[src/rtl/twos_comp_seq.sv]
// Digit-serial two's-complement engine: pass, negate, absolute value and ones'
// complement on a WIDTH-bit operand, DIGIT bits per clock, LSB digit first.
module twos_comp_seq #(
  parameter int WIDTH = 8,
  parameter int DIGIT = 2
) (
  input  logic             clk,
  input  logic             reset,
  input  logic             start,
  input  logic [1:0]       mode,
  input  logic [WIDTH-1:0] in,
  output logic             busy,
  output logic             done,
  output logic [WIDTH-1:0] result,
  output logic             overflow
);
  localparam int N  = WIDTH / DIGIT;
  localparam int CW = (N > 1) ? $clog2(N) : 1;
  localparam logic [WIDTH-1:0] MOST_NEG = {1'b1, {(WIDTH-1){1'b0}}};

  typedef enum logic [1:0] {IDLE, RUN, FIN} state_t;
  state_t state, state_nx;

  logic [WIDTH-1:0] opnd, part, part_nx;
  logic [CW-1:0]    cnt;
  logic             inv, neg, carry;
  logic             go, last, eff_neg;
  logic [DIGIT-1:0] digit;
  logic [DIGIT:0]   sum;

  assign go      = (state != RUN) && start;
  assign last    = (cnt == CW'(N-1));
  assign eff_neg = (mode == 2'b01) || ((mode == 2'b10) && in[WIDTH-1]);

  // Status flags are decoded straight from the state register.
  assign busy = (state == RUN);
  assign done = (state == FIN);

  always_ff @(posedge clk) begin
    if (reset) state <= IDLE;
    else       state <= state_nx;
  end

  always_comb begin
    state_nx = state;
    case (state)
      IDLE:    if (start) state_nx = RUN;
      RUN:     if (last)  state_nx = FIN;
      FIN:     state_nx = start ? RUN : IDLE;
      default: state_nx = IDLE;
    endcase
  end

  // Invert-and-add on the current digit; carry ripples across clocks.
  always_comb begin
    digit   = opnd[cnt*DIGIT +: DIGIT];
    sum     = {1'b0, ~digit} + {{DIGIT{1'b0}}, carry};
    part_nx = part;
    part_nx[cnt*DIGIT +: DIGIT] = inv ? sum[DIGIT-1:0] : digit;
  end

  always_ff @(posedge clk) begin
    if (reset) begin
      opnd     <= '0;
      part     <= '0;
      cnt      <= '0;
      carry    <= 1'b0;
      inv      <= 1'b0;
      neg      <= 1'b0;
      result   <= '0;
      overflow <= 1'b0;
    end else if (go) begin
      opnd  <= in;
      part  <= '0;
      cnt   <= '0;
      carry <= eff_neg;
      neg   <= eff_neg;
      inv   <= eff_neg || (mode == 2'b11);
    end else if (state == RUN) begin
      part <= part_nx;
      cnt  <= last ? '0 : cnt + 1'b1;
      if (inv) carry <= sum[DIGIT];
      if (last) begin
        result   <= part_nx;
        overflow <= neg && (opnd == MOST_NEG);
      end
    end
  end
endmodule

[config.mk]
export PLATFORM = sky130hd
export DESIGN_NAME = twos_comp_seq
export DESIGN_NICKNAME = d
export VERILOG_FILES = /design/src/rtl/twos_comp_seq.sv
export SDC_FILE = /design/constraint.sdc
export NUM_CORES = 1
export LEC_CHECK = 0
export BUFFER_PORTS_ARGS = -buffer_cell sky130_fd_sc_hd__buf_2
export CORE_MARGIN = 4
export CORE_UTILIZATION = 35
export CTS_CLUSTER_DIAMETER = 150
export CTS_CLUSTER_SIZE = 40
export DETAILED_ROUTE_END_ITERATION = 12
export GPL_ROUTABILITY_DRIVEN = 0
export REMOVE_ABC_BUFFERS = 1
export SYNTH_ARGS = -nofsm -noshare
export SYNTH_HDL_FRONTEND = slang
export SYNTH_SLANG_ARGS = --single-unit
[constraint.sdc]
create_clock -name clk -period 2.3 [get_ports clk]
set_clock_uncertainty 0.05 [all_clocks]
set_input_delay 0.115 -clock clk [delete_from_list [all_inputs] [get_ports clk]]
set_output_delay 0.115 -clock clk [all_outputs]
set_load 0.02 [all_outputs]
==> summary.txt <==
Clock tree
  – Post-CTS setup buffers: 0
  – Clk pin slew, worst setup/hold paths: 60 ps
  – Clk buf depth: 2
  – CTS Hold Bufs: 0
  – TritonCTS Buffers: 5
  – H-tree depth: 2
  – CTS tree: built
  – Root Buffer: clkbuf_8
  – TritonCTS Sinks: 32
  – Worst-Skew Late Latency: 280 ps

Global routing
  – Antenna violations before repair: 0
  – First-pass GRT wire length: slightly below 7 mm
  – Grt ovf: 0
  – Gr usage total: 14.0%
  – Vias in the first global route: 1431
  – Largest net degree at the start of global routing: 29

Die
  – I/O pin count: 24
  – Die X: 78.5 um
  – Die area: ~6200 um2
  – Placeable Area: 4790 um2
  – Initial core utilization: between 30% and 40%
  – Die height: 78.5 um
  – Rows: 25

Synth
  – Synth Area in Adders: 5.75%
  – Top post-synthesis cells by area: dfxtp_1 37%, ha_1 5.7%, o2bb2ai_1 4.0%
  – FF+latch count, synth: 32
  – Post-synth top area share: 36.8%
  – Synth Flop Type: dfxtp_1
  – Synth top cells by count: 32 x dfxtp_1, 13 x a21oi_1, 12 x nor2_1
  – Seq/Total Area, Yosys: 36.8%
  – Most instantiated library cell after synthesis: dfxtp_1
  – Mux cell area share after synthesis: 4.31%
  – Largest family of logic cells by synthesized area: compound AO/OA/AOI/OAI gates
  – Avg Cell Area, Syn: between 9 and 10 um2
  – Synth async-reset ratio: 0%
  – Total number of yosys warnings: 0
  – Simple logic cell fraction of the synthesized area: 23.6%
  – Dominant cell type by area after synthesis: dfxtp_1
  – Yosys cell types: 40
  – XOR/XNOR share of the synthesized area: 0%
  – Compound-gate portion of the synthesized area: 23.8%
  – Cell count after synthesis: 190
  – EDFF count, synth: 0
  – Cell Area, Synth: 1740 um2

Place
  – Worst slack, placed: 179 ps
  – Port bufs: 23
  – Dpl hpwl: 2.74 mm
  – Post-DP Area: 1880 um2

Pwr
  – Pwr/cell area: 617 nW/um2
  – Sw Share: between 20% and 30%
  – Int Pwr: 0.000907 W
  – Sequential power share: 48.2%
  – Power, Total: 0.00122 W
  – Switching Power: 0.000318 W
  – Combinational power share: between 10% and 20%
  – Worst VDD drop: 0.000320 V
  – Leak pwr: between 0.8 and 0.9 nW
  – Clk network pwr share: 37.7%

Worst setup path
  – Worst setup startpoint: cnt[1]
  – Worst Setup Start Kind: flip-flop
  – CP max FO: 6
  – Setup crit end kind: flip-flop
  – R2R Setup Slk: 180 ps
  – Crit path kind: reg -> reg
  – Worst r2r path cells: 7
  – Worst R2R Start: cnt[1]
  – RR Endpoint: result[3]
  – Worst Setup EP: result[3]
  – CP arrival: 2220 ps
  – Crit path required time: 2400 ps

Cells and area
  – Share of cells above drive strength 1: 23.6%
  – Area growth, synth to finish: 13.9%
  – Layout Nets: 233
  – Design Area, Final: 1980 um2
  – Register area: about 640 um2
  – Filler cells: 500
  – Footprint of the multi-input gates: 1010 um2
  – # diodes: 0

Route
  – Via density: roughly 5.3
  – Vias post-DR: 1470
  – Routed wl met2: 1.73 mm
  – Initial DRC Count: 61
  – Top routing layer in use: met4
  – Drt first pass iters: 4
  – Drt drc: 0
  – Final WL: 3.92 mm
  – Detail Route met3 WL: between 150 and 200 um
  – Mean routed wirelength per cell: 14.1 um
  – Routed metal-1 wire length: 1.96 mm
  – DRT antenna net count: 0

Timing
  – Fin. Hold Viols: 0
  – Period utilization: 92.3%
  – Pins Over Slew Limit: 0
  – Setup Viol. Count Final: 0
  – Max-slew headroom: between 50 and 60%
  – Worst-margin pin slew: 613 ps
  – Post-Route Setup TNS: 0 ps
  – Final worst setup slack: 178 ps
  – Final min period: 2120 ps
  – RSZ-0062 raised after global routing: no
  – F_max: between 400 and 500 MHz

Status
  – Outcome: finished clean

Run
  – # Max-Cap Violations: 0

Min path
  – Worst Hold Class: in -> reg
-- flip-flops by register name, indices dropped and copies added, names as in the netlist --
register / cells
cnt: 2
state: 2
opnd: 8
neg: 1
inv: 1
overflow: 1
carry: 1
result: 8
part: 8
-- power by group through the flow --
stage / sequential, W / clock (W) / combinational, W
6_report: 0.000590 / 0.000462 / 0.000173
5_1_grt: 0.000593 / 0.000500 / 0.000195
4_1_cts: 0.000590 / 0.000476 / 0.000171
3_5_place_dp: 0.000603 / 0 / 0.000171
3_3_place_gp: 0.000602 / 0 / 0.000169
2_1_floorplan: 0.000600 / 0 / 0.000110
-- final cells by class --
class | instances | area share [%]
multi-input combinational | 142 | 50.8
inverter | 5 | 0.946
clock buffer | 7 | 4.85
sequential | 32 | 32.3
tap | 67 | 4.22
timing repair buffer | 26 | 6.94
-- metal layers --
layer  vias to the layer above  global-route usage (%)
met2                        32                    21.1
met5                         -                       0
li1                        750                       -
met3                         7                    3.44
met4                         0                    5.94
met1                       681                    19.0
-- critical path: stages (launching register included) --
cell      delay (ps)
dfxtp_1          440
mux2_2           400
mux2i_1          150
ha_1             170
ha_1             210
and2_1           180
a21oi_2          260
a311oi_1         130
-- what timing repair did --
item	4_1_cts	5_1_grt
resized for setup	0	1
setup endpoints to repair	0	2
endpoints found under the hold margin	0	0
-- cells by family after synthesis --
| logic type | Yosys count |
|---|---|
| buffers and inverters | 16 |
| adders and majority gates | 8 |
| AOI/OAI and AO/OA | 58 |
| and+or+nand+nor | 69 |
| DFF | 32 |
| muxes | 7 |
-- placed cells by master (no fill, tap or decap), drive strengths merged, types with 2 or more instances in the layout --
cell and n:
nor2b 10, inv 5, nor3b 2, and3b 5, nor4bb 2, a21oi 15, mux2 4, mux2i 3
and2 4, nor3 10, a211oi 8, nor2 12, nand2 8, dfxtp 32, nand3 9, a221oi 2
o21bai 8, buf 26, clkbuf 7, o21ai 8, o2bb2ai 8, a311oi 5, ha 8
-- how the worst min path moves through the flow --
stage,cells past startpoint,end,start,slack [ps]
after CTS,3,opnd[6],in[6],20
after global placement,3,opnd[3],in[3],320
after floorplan,1,carry,reset,130
final,3,opnd[6],in[6],30
after detailed placement,3,opnd[6],in[6],330
after global routing,3,opnd[6],in[6],20
-- metrics by stage --
stage                     instances  hold WS [ps]  util, %
after floorplan                 179           134        -
after global placement          272           318     39.3
after detailed placement        272           326     39.3
after CTS                       279          22.3     41.3
after global routing            279          24.7     41.5
final                           279          28.4     41.5
No activity file was read; power rests on OpenSTA's default activity.
